`config.mk`:
```
export PLATFORM = sky130hd
export DESIGN_NAME = adder_serial_nbit
export DESIGN_NICKNAME = d
export VERILOG_FILES = /design/src/rtl/adder_serial_nbit.sv
export SDC_FILE = /design/constraint.sdc
export NUM_CORES = 1
export LEC_CHECK = 0
export CAP_MARGIN = 20
export CORE_MARGIN = 2
export CORE_UTILIZATION = 55
export DETAILED_ROUTE_END_ITERATION = 16
export PLACE_DENSITY = 0.94
export SLEW_MARGIN = 20
export SYNTH_ARGS = -nofsm -noshare
export SYNTH_HDL_FRONTEND = slang
export SYNTH_SLANG_ARGS = --single-unit
```
`constraint.sdc`:
```
create_clock -name clk -period 5.3 [get_ports clk]
set_clock_uncertainty 0.15 [all_clocks]
set_input_delay 1.325 -clock clk [delete_from_list [all_inputs] [get_ports clk]]
set_output_delay 1.325 -clock clk [all_outputs]
set_load 0.01 [all_outputs]
```
`src/rtl/adder_serial_nbit.sv`:
```
// -----------------------------------------------------------------------------
// adder_serial_nbit
//   Digit-serial adder/subtractor. An operation is accepted on start while
//   idle. It then processes DIGIT bits per clock through a ripple stage, with
//   the carry registered between digits. After N = WIDTH/DIGIT cycles the
//   result, carry-out and signed overflow are loaded and done pulses.
//
// Parameters
//   WIDTH  operand/result width (integer multiple of DIGIT)
//   DIGIT  bits processed per clock (1 <= DIGIT <= WIDTH)
//
// Ports
//   clk    rising-edge clock
//   rst_n  asynchronous active-low reset
//   start  operation request, sampled only while idle
//   a, b   operands (unsigned or two's complement)
//   c_in   carry-in (add) / borrow-in (subtract)
//   sm     0: a + b + c_in, 1: a - b - c_in
//   s      registered result, held until the next completion
//   c_out  carry out of the MSB (subtract: 1 = no borrow)
//   ovf    signed overflow
//   busy   high while an operation is in flight
//   done   one-cycle completion pulse
// -----------------------------------------------------------------------------
module adder_serial_nbit #(
   parameter int WIDTH = 16,
   parameter int DIGIT = 4
) (
   input  logic             clk,
   input  logic             rst_n,
   input  logic             start,
   input  logic [WIDTH-1:0] a,
   input  logic [WIDTH-1:0] b,
   input  logic             c_in,
   input  logic             sm,
   output logic [WIDTH-1:0] s,
   output logic             c_out,
   output logic             ovf,
   output logic             busy,
   output logic             done
);

   localparam int N  = WIDTH / DIGIT;
   localparam int CW = $clog2(N + 1);

   typedef enum logic {IDLE, RUN} state_t;

   state_t           state, state_nxt;
   logic [WIDTH-1:0] a_sr, b_sr, r_sr, r_nxt;
   logic             carry;
   logic [CW-1:0]    cnt;
   logic [DIGIT:0]   dsum_full;
   logic [DIGIT-1:0] dsum;
   logic             c_msb_in;
   logic             last;

   // Digit stage plus the merged result for the current cycle.
   // NOTE: every signal assigned here gets a value on every path (defaults
   // first), otherwise synthesis infers a latch.
   always_comb begin
      dsum_full = {1'b0, a_sr[DIGIT-1:0]} + {1'b0, b_sr[DIGIT-1:0]}
                + {{DIGIT{1'b0}}, carry};
      dsum      = dsum_full[DIGIT-1:0];
      // The sum bit is a^b^cin, so XORing the operand bits back out recovers
      // the carry into the digit's MSB. This also works when DIGIT == 1.
      c_msb_in  = a_sr[DIGIT-1] ^ b_sr[DIGIT-1] ^ dsum[DIGIT-1];
      // New digit enters at the top. Written as shifts so that N == 1
      // (DIGIT == WIDTH) needs no zero-width slice.
      r_nxt     = (r_sr >> DIGIT) | (WIDTH'(dsum) << (WIDTH - DIGIT));
      last      = (cnt == CW'(N - 1));
   end

   always_comb begin
      state_nxt = state;
      case (state)
         IDLE:    if (start) state_nxt = RUN;
         RUN:     if (last)  state_nxt = IDLE;
         default: state_nxt = IDLE;
      endcase
   end

   // NOTE: sequential state uses non-blocking assignments only, so every
   // register samples pre-edge values regardless of statement order.
   always_ff @(posedge clk or negedge rst_n) begin
      if (!rst_n) state <= IDLE;
      else        state <= state_nxt;
   end

   // The shift registers are explicitly cleared so that an aborted operation
   // leaves no stale operand data behind.
   always_ff @(posedge clk or negedge rst_n) begin
      if (!rst_n) begin
         a_sr  <= '0;
         b_sr  <= '0;
         r_sr  <= '0;
         carry <= 1'b0;
         cnt   <= '0;
         s     <= '0;
         c_out <= 1'b0;
         ovf   <= 1'b0;
         busy  <= 1'b0;
         done  <= 1'b0;
      end else begin
         done <= 1'b0;
         case (state)
            IDLE: begin
               if (start) begin
                  // Subtract as a + ~b + ~c_in: invert b and the carry seed.
                  a_sr  <= a;
                  b_sr  <= sm ? ~b : b;
                  carry <= c_in ^ sm;
                  cnt   <= '0;
                  busy  <= 1'b1;
               end
            end
            RUN: begin
               a_sr  <= a_sr >> DIGIT;
               b_sr  <= b_sr >> DIGIT;
               r_sr  <= r_nxt;
               carry <= dsum_full[DIGIT];
               cnt   <= cnt + CW'(1);
               if (last) begin
                  s     <= r_nxt;
                  c_out <= dsum_full[DIGIT];
                  ovf   <= c_msb_in ^ dsum_full[DIGIT];
                  busy  <= 1'b0;
                  done  <= 1'b1;
               end
            end
            default: ;
         endcase
      end
   end

endmodule

```
# Word level (Yosys, flattened, before mapping)
# Index checks and enable logic that the tools add are counted.
totals:
  ff_bits: 73
  input_bits: 37
  output_inout_bits: 20
  elab_cells: 43
classes:
  add_sub_neg: 3
  eq_ne: 3
  mux: 17
  n_bitwise: 7
  reduce_logical: 2
ops:
  columns: ["operator", "n"]
  rows:
  - ["16-bit case mux with 2 select lines", 2]
  - ["16-bit two-way mux", 3]
  - ["16-bit inverter", 1]
  - ["12-bit by 16-bit OR with 16-bit output", 1]
  - ["1-bit two-way mux", 7]
  - ["1-bit case mux with 2 select lines", 3]
  - ["3-bit case mux with 2 select lines", 1]
  - ["4-bit by 4-bit adder with 5-bit output", 1]
  - ["5-bit by 1-bit adder with 5-bit output", 1]
  - ["2-bit AND reduction", 2]
  - ["1-bit bitwise XOR", 4]
  - ["3-bit by 1-bit adder with 3-bit output (second input constant)", 1]
  - ["3-bit by 2-bit equality test with 1-bit output (second input constant)", 1]
  - ["3-bit two-way mux", 1]
  - ["2-bit by 1-bit inequality test with 1-bit output (second input constant)", 1]
  - ["2-bit inequality test (second input constant)", 1]
  - ["1-bit inverter", 1]

# Depth between registers and ports, before layout
# Gate-level depths: netlist of the first run.
logic_depth:
  word_depth: 4
  ltp_mapped: 8
  mapped_depth_nobuf: 8

# Worst setup path before layout of the first run
# Ideal clock, no wire load.
synth_timing:
  path_type: "input-to-reg"
  start: "in sm"
  end: "reg carry"
  setup_ps: 134
  arrival_ps: 1922
  required_time_ps: 5016
  slack_ps: 3094
  stages: 6
  n_path_buf: 2
  path_cell_list: "buf_6 -> buf_8 -> xnor2_1 -> nand2_1 -> o21ai_0 -> mux2i_1"
synth_via:
  elab_chain_cells: 3
synth_rtl:
  columns: ["item", "line", "rtl"]
  rows:
  - ["start, declared", "35", "input logic sm,"]
  - ["1-bit bitwise XOR", "111", "carry <= c_in ^ sm;"]
  - ["1-bit two-way mux", "107", "if (start) begin"]
  - ["1-bit case mux with 2 select lines", "105", "case (state)"]
  - ["end signal, assigned", "111", null]
  - ["end signal, assigned", "120", "carry <= dsum_full[DIGIT];"]
  - ["end, declared", "50", "logic carry;"]
# No other way between the ends. The select of a mux whose other input is x is not followed.
# A chain may end at the register's enable or synchronous reset.

# Worst setup path in the final report of the first run
layout_timing:
  start: "in sm"
  end: "reg b_sr[0]"
layout_via:
  elab_chain_cells: 3
layout_rtl:
  columns: ["item", "line", "rtl"]
  rows:
  - ["16-bit two-way mux", "110", "b_sr <= sm ? ~b : b;"]
  - ["16-bit two-way mux", "107", null]
  - ["16-bit case mux with 2 select lines", "105", null]
  - ["end signal, assigned", "110", null]
  - ["end signal, assigned", "118", "b_sr <= b_sr >> DIGIT;"]
  - ["end, declared", "49", "logic [WIDTH-1:0] a_sr, b_sr, r_sr, r_nxt;"]
# No other way between the ends. The select of a mux whose other input is x is not followed.

==> results of run 1 <==
==> flip-flops by register name (all words and copies together), names as in the netlist <==
name and count:
a_sr 16, b_sr 16, busy 1, c_out 1, carry 1, cnt 3
done 1, ovf 1, r_sr 12, s 16, state 1
==> through the flow <==
| step | setup WS [ps] | total power [W] | cell area (sq um) |
|---|---|---|---|
| 2_1_floorplan | 3094 | 0.001244 | 3108 |
| 3_3_place_gp | 2140 | 0.001461 | 3659 |
| 3_5_place_dp | 2078 | 0.001512 | 3659 |
| 4_1_cts | 2434 | 0.001974 | 3865 |
| 5_1_grt | 2241 | 0.002091 | 3865 |
| 6_report | 2408 | 0.001951 | 3865 |
==> cells in the final DEF, fill, tap and decap left out, drive strengths merged, types with 2 or more instances in the layout <==
cell / count
dfrtp: 69
clkdlybuf4s50: 54
nand2: 44
o21ai: 42
mux2: 23
mux2i: 19
xnor2: 18
nor2: 12
clkbuf: 11
inv: 8
ha: 5
a211oi: 4
buf: 4
a21oi: 3
clkinv: 3
nand2b: 2
xor2: 2
fa: 2
bufinv: 2
==> logic make-up (layout without fill, tap and decap cells) <==
group / after synthesis / after routing / share of synthesized area
AOI/OAI and AO/OA: 53 / 53 / 0.09179
xor gates and xnor gates: 20 / 20 / 0.05636
adders and majority gates: 7 / 7 / 0.03301
buffers and inverters: 26 / 82 / 0.04388
DFF: 69 / 69 / 0.5556
muxes: 42 / 42 / 0.1445
and+or+nand+nor: 59 / 59 / 0.07488
==> cell type report <==
class                      instances  area (sq um)
multi-input combinational        181          1245
clock buffer                      11         131.4
fill                             437          1608
tap                               72         90.09
clock inverter                     5         75.07
inverter                           8         30.03
timing repair buffer              58         565.5
sequential                        69          1728
==> worst paths after layout <==
| path | from | to | slack (ps) | cells past startpoint |
|---|---|---|---|---|
| min in group asynchronous | rst_n | s[0] | 890 | 1 |
| max in group asynchronous | rst_n | a_sr[5] | 3180 | 2 |
| setup / recovery | sm | b_sr[0] | 2410 | 5 |
| hold reg to reg | a_sr[4] | a_sr[0] | 330 | 2 |
| setup reg to reg | b_sr[0] | ovf | 3060 | 8 |
| hold / removal | a_sr[4] | a_sr[0] | 330 | 2 |
==> cell usage after synthesis (all sizes together) <==
cell | n | area [sq um]
a21o | 1 | 7.510
mux2 | 23 | 259.0
a22o | 1 | 8.760
xor2 | 2 | 17.52
ha | 5 | 62.56
a21oi | 3 | 15.01
o21ai | 42 | 210.2
mux2i | 19 | 190.2
inv | 8 | 30.03
nand2 | 44 | 167.7
nor2 | 12 | 45.04
a211oi | 4 | 30.03
nand2b | 2 | 12.51
fa | 2 | 40.04
o31ai | 1 | 7.510
nand3b | 1 | 7.510
clkbuf | 4 | 15.01
o22ai | 1 | 6.260
dfrtp | 69 | 1727
xnor2 | 18 | 157.7
buf | 14 | 91.33
==> worst min-delay path, stage by stage (launching register included) <==
cell and delay, ps:
dfrtp_1 340, nand2_1 50, o21ai_0 50
==> power groups by stage <==
stage | Clock [W] | Combinational (W) | Sequential (W)
floorplan | 0 | 0.000386 | 0.000858
global placement | 0 | 0.000615 | 0.000846
detailed placement | 0 | 0.000652 | 0.000861
CTS | 0.000462 | 0.000661 | 0.000852
global route | 0.000485 | 0.000727 | 0.000879
finish | 0.000450 | 0.000651 | 0.000850
==> metal layers <==
layer,wire (microns),vias to the layer above,global-route usage,part of all wire
met2,2748,66,0.3169,0.48
met4,151,0,0.1103,0.027
met1,2516,1018,0.2579,0.44
li1,-,1023,-,-
met5,0,-,0,0
met3,266,17,0.05682,0.047
==> run_results.csv, run 1 <==
group,metric,value,unit
pwr,irDropWorstVdd,221.4,uV
hold_path,hold_path_class,"flip-flop to flip-flop",
yosys,ys_seq_area_frac,0.5556,
critical_path,max_stage_delay,1080,ps
sta,period_minus_slack,2892,ps
sta,fmax,345.7,MHz
sta,fin_hold_ws,326.0,ps
pwr,sw_frac_of_total,0.3107,
floorplan,die_h,79.17,microns
layout,n_antenna_cell,0,
sta,setup_viol,0,
yosys,synth-seq-cells,69,
critical_path,cp_top_family,"buffers and inverters",
layout,fin_nets,371,
yosys,netlist_instances,276,
grt,grt_usage,0.2033,
critical_path,worstPathCellList,"clkdlybuf4s50_1 > xnor2_1 > nand2_1 > o21ai_0 > o21ai_0",
sta,slew-limit-headroom,0.3250,
pwr,power.density,504.8,nW/um^2
routing,drcViolationCount,0,
layout,fin_cells,404,
floorplan,ioPinCount,57,
yosys,syn_area,3108,sq um
clock_network,ctsRootBufferMaster,"clkbuf_8",
clock_network,clk_path_buf_depth,2,
grt,grt_pass1_vias,2122,
clock_network,insertion_delay,340,ps
routing,vias_per_cell,5.257,
critical_path,cp_slowest_cell,"clkdlybuf4s50_1",
routing,wl_per_cell,14.07,microns
grt,grt_pass1_wl,9.687,mm
critical_path,critical_path_class,"input pin to flip-flop",
routing,vias,2124,
layout,area_growth,24.36,%
routing,wl,5.683,mm
yosys,synthDistinctLibCells,27,
clock_network,holdBufCountCts,0,
sta,hold_violations,0,
flow_run,max_cap_violations,0,
grt,grt_antenna_before_repair,0,
pwr,power_frac_comb,0.333,
sta,tightest_slew,1012,ps
routing,drt_first_pass_iters,4,
layout,final_util,0.7062,
pwr,p_leak,1.779,nW
yosys,synth.avg_cell_area,11.26,sq um
sta,rsz0062_at_grt,"false",
clock_network,clk_pin_slew,70,ps
clock_network,cts_tree,"built",
critical_path,required,5340,ps
critical_path,worstPathMaxFanout,17,
floorplan,die_w,79.17,microns
pwr,seq_power_share,0.436,
placement,port_buffers,56,
pwr,clkPwrFrac,0.231,
placement,post-place-cells,388,
pwr,intPower,0.001345,W
routing,postRouteAntennaNets,0,
placement,gp_congestion,0.7424,
clock_network,cts.repair.resized,0,
yosys,mappedNetlistNets,320,
floorplan,rows,27,
clock_network,clock_sinks,69,
clock_network,htree_levels,3,
critical_path,cpMostUsedCell,"o21ai_0",
critical_path,start_kind,"input pin",
floorplan,core_area,5473,sq um
routing,drt_iter0_markers,90,
grt,grt_overflow,0,
pwr,power_switching,0.0006061,W
floorplan,start_util,0.5679,
critical_path,cp-end-kind,"flip-flop",
yosys,yosysWarnings,0,
grt,grt_max_degree,77,
clock_network,numCtsBuffers,9,
critical_path,cp_num_buf_inv,1,
critical_path,arrival,2940,ps
sta,slew_violations,0,
sta,post-route-period-util,0.5457,
sta,setup_tns,0,ps
layout,drive_above_1_share,0.09940,
outcome,status,"finished, final reports clean",
floorplan,die_area,6268,sq um
placement,hpwlAfterDp,3.794,mm
clock_network,cts_setup_buffers,0,
Power figures use the tool's default switching activity.
==> run 2: changes to the inputs <==
--- a/config.mk
+++ b/config.mk
@@ -7,9 +7,9 @@
 export LEC_CHECK = 0
 export CAP_MARGIN = 20
 export CORE_MARGIN = 2
-export CORE_UTILIZATION = 55
+export CORE_UTILIZATION = 52
 export DETAILED_ROUTE_END_ITERATION = 16
-export PLACE_DENSITY = 0.94
+export PLACE_DENSITY = 0.9
 export SLEW_MARGIN = 20
 export SYNTH_ARGS = -nofsm -noshare
 export SYNTH_HDL_FRONTEND = slang
==> constraint.sdc (replaced) <==
create_clock -name clk -period 2.8 [get_ports clk]
set_clock_uncertainty 0.15 [all_clocks]
set_input_delay 0.7 -clock clk [delete_from_list [all_inputs] [get_ports clk]]
set_output_delay 0.7 -clock clk [all_outputs]
set_load 0.01 [all_outputs]
==> run 2 against run 1 <==
Effect of this change: first-iteration DRC count down 17%; non-clock buffer count up 3; setup slack worse by 1700 ps; sequential power up 89%; utilization down 4.4 points; highest routed layer unchanged.
==> run_results.csv, run 2 (synthesized netlist as in run 1, its figures left out) <==
group,metric,value,unit
outcome,status,"finished, final reports clean",
sta,hold_violations,0,
floorplan,core_area,5851,sq um
critical_path,start_kind,"flip-flop",
layout,area_growth,24.68,%
routing,drcViolationCount,0,
placement,port_buffers,56,
pwr,irDropWorstVdd,446.2,uV
sta,slew_violations,0,
critical_path,cp-end-kind,"flip-flop",
clock_network,holdBufCountCts,0,
clock_network,clk_path_buf_depth,2,
placement,dpl-instance-area,3697,sq um
sta,fin_hold_ws,214.2,ps
flow_run,max_cap_violations,0,
critical_path,endpoint,"ovf",
layout,fill_cells,459,
sta,setup_tns,0,ps
grt,grt_pass1_wl,9.246,mm
routing,wl,5.514,mm
routing,postRouteAntennaNets,0,
critical_path,worst_r2r_path_depth,8,
sta,slew-limit-headroom,0.5146,
layout,reg_top3,"a_sr (16), b_sr (16), s (16)",
floorplan,die_w,81.31,microns
clock_network,numCtsBuffers,9,
layout,final_area,3875,sq um
clock_network,htree_levels,3,
layout,layout_common_cells,"68 x dfrtp_1, 54 x clkdlybuf4s50_1, 43 x nand2_1",
critical_path,arrival,2150,ps
grt,grt_overflow,0,
layout,drive_above_1_share,0.1104,
clock_network,clk_pin_slew,70,ps
layout,mostFrequentLayoutCell,"dfrtp_1",
grt,grt_max_degree,77,
floorplan,die_area,6611,sq um
clock_network,cts_tree,"built",
critical_path,r2r-start,"b_sr[0]",
clock_network,insertion_delay,340,ps
layout,fin_nets,374,
grt,grt_usage,0.1860,
sta,setup_viol,0,
floorplan,start_util,0.5312,
pwr,p_leak,1.783,nW
floorplan,rows,28,
sta,rsz0062_at_grt,"false",
routing,vias,2088,
floorplan,die_h,81.31,microns
pwr,power.density,916.8,nW/um^2
placement,gp_congestion,0.7838,
routing,drt_iter0_markers,75,
critical_path,required,2850,ps
clock_network,cts_setup_buffers,0,
floorplan,ioPinCount,57,
clock_network,cts.repair.resized,0,
grt,grt_pass1_vias,2032,
sta,period_minus_slack,2101,ps
grt,grt_antenna_before_repair,0,
critical_path,cp-startpoint,"b_sr[0]",
critical_path,r2r_slack,700,ps
sta,fmax,476.1,MHz
clock_network,clock_sinks,69,
routing,vias_per_cell,5.093,
hold_path,hold_path_class,"input pin to asynchronous set/reset pin",
critical_path,critical_path_class,"flip-flop to flip-flop",
routing,drt_first_pass_iters,4,
sta,post-route-period-util,0.7502,
clock_network,ctsRootBufferMaster,"clkbuf_8",
critical_path,worstPathMaxFanout,3,
critical_path,r2r-end,"ovf",
routing,wl_per_cell,13.45,microns
placement,hpwlAfterDp,3.818,mm
layout,n_antenna_cell,0,
sta,tightest_slew,728.1,ps
==> run 2: cell types whose count changed in the layout (fill, tap and decap cells not counted), sizes merged <==
| cell | change |
|---|---|
| bufinv | -2 |
| clkbuf | +1 |
| clkinvlp | +1 |
| buf | +3 |
==> run 2: per-stage QoR <==
stage          utilization  std cells  setup WS [ps]  total power (W)
6_report            0.6623        410          699.5         0.003552
5_1_grt             0.6623        410          557.3         0.003813
4_1_cts             0.6623        410          676.4         0.003591
3_5_place_dp        0.6320        394          640.8         0.002868
3_3_place_gp        0.6320        394          676.6         0.002774
2_1_floorplan            -        276          873.5         0.002354
==> run 2: area by class of cell <==
cell class	count	area [sq um]	share of cell area
tap	75	93.84	0.02422
clock inverter	4	22.52	0.005812
timing repair buffer	61	600.6	0.1550
inverter	8	30.03	0.007749
multi-input combinational	181	1245	0.3213
clock buffer	12	155.1	0.04004
sequential	69	1728	0.4459
==> run 2: report_power, final <==
group	internal, W	switching (W)
sequential	0.00139	0.000222
clock	0.000365	0.000350
combinational	0.000663	0.000566
==> run 2: routing by layer <==
layer | up-vias | global-route usage | routed length [microns] | share of wire
met5 | - | 0 | 0 | 0
met4 | 0 | 0.08814 | 104 | 0.019
met3 | 11 | 0.03667 | 233 | 0.042
met2 | 56 | 0.3000 | 2683 | 0.49
met1 | 988 | 0.2415 | 2493 | 0.45
li1 | 1033 | - | - | -
==> run 2: critical path: stages (launching register included) <==
cell and delay [ps]:
dfrtp_1 400, inv_1 80, fa_1 190, inv_1 60, fa_1 390, a21o_1 190
a21oi_1 280, xor2_1 160, o21ai_0 80
==> run 2: worst min-delay path by stage <==
stage | slack, ps | to | cells after the start | start
6_report | 210 | a_sr[6] | 1 | rst_n
3_5_place_dp | 320 | a_sr[11] | 2 | a_sr[15]
5_1_grt | 240 | a_sr[6] | 1 | rst_n
2_1_floorplan | 250 | a_sr[0] | 0 | rst_n
3_3_place_gp | 310 | b_sr[8] | 2 | b_sr[12]
4_1_cts | 210 | a_sr[6] | 1 | rst_n
==> run 3: changes to the inputs <==
--- a/config.mk
+++ b/config.mk
@@ -7,9 +7,9 @@
 export LEC_CHECK = 0
 export CAP_MARGIN = 20
 export CORE_MARGIN = 2
-export CORE_UTILIZATION = 52
+export CORE_UTILIZATION = 47
 export DETAILED_ROUTE_END_ITERATION = 16
-export PLACE_DENSITY = 0.9
+export PLACE_DENSITY = 0.87
 export SLEW_MARGIN = 20
 export SYNTH_ARGS = -nofsm -noshare
 export SYNTH_HDL_FRONTEND = slang
==> constraint.sdc (replaced) <==
create_clock -name clk -period 1.7 [get_ports clk]
set_clock_uncertainty 0.15 [all_clocks]
set_input_delay 0.425 -clock clk [delete_from_list [all_inputs] [get_ports clk]]
set_output_delay 0.425 -clock clk [all_outputs]
set_load 0.01 [all_outputs]
==> run 3 against run 2 <==
Effect of this change: the run now ends with setup timing left; die area is 10% higher; critical path depth is the same; final area increased by 6.7%; final cell count rose by 3.2%; setup slack got worse by 910 ps; utilization fell by 1.5 points; global-route usage shrank 0.85 points; clock power up 110%; critical path type unchanged.
==> run_results.csv, run 3 (synthesized netlist as in run 1, its figures left out) <==
group,metric,value,unit
routing,drt_first_pass_iters,4,
outcome,violations,"setup timing",
layout,area_growth,33.05,%
layout,fill_cells,498,
routing,wl_met2,2.991,mm
routing,routedLengthMet1,2.587,mm
sta,hold_violations,0,
floorplan,core_area,6386,sq um
routing,top_layer,"met4",
routing,wl_met3,333,microns
grt,grt_overflow,0,
clock_network,numCtsBuffers,9,
grt,grt_max_degree,70,
critical_path,r2r-start,"carry",
critical_path,cp-end-kind,"flip-flop",
critical_path,required,1790,ps
floorplan,rows,29,
sta,tightest_slew,363.8,ps
grt,grt_usage,0.1776,
routing,wl_per_cell,14.27,microns
pwr,irDropWorstVdd,961.5,uV
layout,n_antenna_cell,0,
sta,rsz0062_at_grt,"true",
clock_network,htree_levels,3,
routing,drcViolationCount,0,
placement,gp_congestion,0.7870,
sta,setup_viol,9,
floorplan,start_util,0.4867,
outcome,status,"finished with violations",
hold_path,hold_depth,1,
critical_path,worst_r2r_path_depth,8,
placement,post-place-cells,400,
hold_path,worstHoldStart,"r_sr[6]",
layout,drive_above_1_share,0.1734,
clock_network,cts_tree,"built",
sta,slew_violations,0,
routing,vias_per_cell,5.203,
critical_path,r2r_slack,-210,ps
clock_network,ctsRootBufferMaster,"clkbuf_8",
placement,port_buffers,56,
pwr,p_leak,1.954,nW
clock_network,clock_sinks,69,
routing,vias,2201,
pwr,power.total,0.006493,W
routing,postRouteAntennaNets,0,
flow_run,max_cap_violations,0,
hold_path,min_to,"s[2]",
floorplan,die_w,85.32,microns
routing,wl,6.036,mm
critical_path,critical_path_class,"flip-flop to flip-flop",
layout,reg_top3,"a_sr (16), b_sr (16), s (16)",
sta,period_minus_slack,1913,ps
layout,mostFrequentLayoutCell,"dfrtp_1",
clock_network,insertion_delay,350,ps
critical_path,worstPathMaxFanout,2,
grt,grt_antenna_before_repair,0,
floorplan,die_h,85.32,microns
clock_network,clk_path_buf_depth,2,
grt,grt_pass1_wl,10.12,mm
hold_path,hold_path_class,"flip-flop to flip-flop",
layout,layout_common_cells,"68 x dfrtp_1, 42 x nand2_1, 36 x o21ai_0",
critical_path,arrival,2000,ps
sta,fin_ws,-212.5,ps
sta,fmax,522.9,MHz
sta,slew-limit-headroom,0.7575,
critical_path,start_kind,"flip-flop",
pwr,power.density,1570,nW/um^2
grt,grt_pass1_vias,2163,
placement,hpwlAfterDp,3.936,mm
layout,fin_cells,423,
floorplan,die_area,7280,sq um
critical_path,r2r-end,"ovf",
layout,fin_nets,385,
floorplan,ioPinCount,57,
sta,post-route-period-util,1.125,
clock_network,clk_pin_slew,80,ps
routing,drt_iter0_markers,59,
-- run 3: cell types whose count changed in the layout (fill, tap and decap cells not counted), sizes merged, moves of 2 or more --
cell	delta
dlygate4sd2	+20
bufinv	+2
clkinv	-2
buf	+10
clkdlybuf4s50	-20
-- run 3: metrics by stage --
step	hold WS (ps)	util	cell area, sq um	TNS [ps]	setup slack [ps]
after global routing	344.3	0.6475	4135	-1870	-293.3
after global placement	311.1	0.5938	3792	-647.2	-93.30
final	327.8	0.6475	4135	-1428	-212.5
after detailed placement	322.6	0.5938	3792	-1431	-175.0
after CTS	326.5	0.6366	4065	-926.3	-169.0
after floorplan	-20.59	-	3120	-216.6	-99.86
-- run 3: power breakdown --
part | internal, W | total [W] | leakage (nW) | switching, W
Combinational | 0.00126 | 0.00231 | 0.958 | 0.00105
Clock | 0.000869 | 0.00150 | 0.106 | 0.000636
Sequential | 0.00228 | 0.00267 | 0.891 | 0.000392
Total | 0.00442 | 0.00649 | 1.95 | 0.00208
-- run 3: worst max-delay path by stage --
stage / start / endpoint / slack [ps] / depth (start not counted)
2_1_floorplan: a_sr[0] / ovf / -100 / 8
3_3_place_gp: a_sr[0] / ovf / -90 / 8
3_5_place_dp: b_sr[0] / ovf / -170 / 8
4_1_cts: b_sr[0] / ovf / -170 / 8
5_1_grt: carry / ovf / -290 / 8
6_report: carry / ovf / -210 / 8
-- run 3: layout make-up --
| class | count | area [sq um] | share of cell area |
|---|---|---|---|
| Clock inverter | 5 | 83.83 | 0.02027 |
| Clock buffer | 11 | 141.4 | 0.03419 |
| Tap cell | 77 | 96.34 | 0.02330 |
| Inverter | 8 | 30.03 | 0.007262 |
| Multi-Input combinational cell | 181 | 1321 | 0.3195 |
| Sequential cell | 69 | 1728 | 0.4179 |
| Timing Repair Buffer | 72 | 734.5 | 0.1776 |
-- run 3: routing by layer --
metal  GRT usage  vias up
met4     0.07215        0
li1            -     1052
met5           0        -
met1      0.2344     1068
met2      0.2798       69
met3     0.04669       12
-- run 3: worst max-delay path, cell delays in order, from the launching register on --
cell     delay, ps
dfrtp_1        400
inv_2           70
fa_2           210
inv_2           40
fa_2           330
a21o_1         180
a21oi_2        180
xor2_1         160
o21ai_1         70
-- run 3: timing repair --
item | CTS | global route
pin swaps | 1 | 5
hold buffers | 1 | 0
cloned | 1 | 0
endpoints found under the hold margin | 69 | 0
endpoints found under the setup margin | 29 | 10
setup buffers | 1 | 5
gates resized for setup | 26 | 9
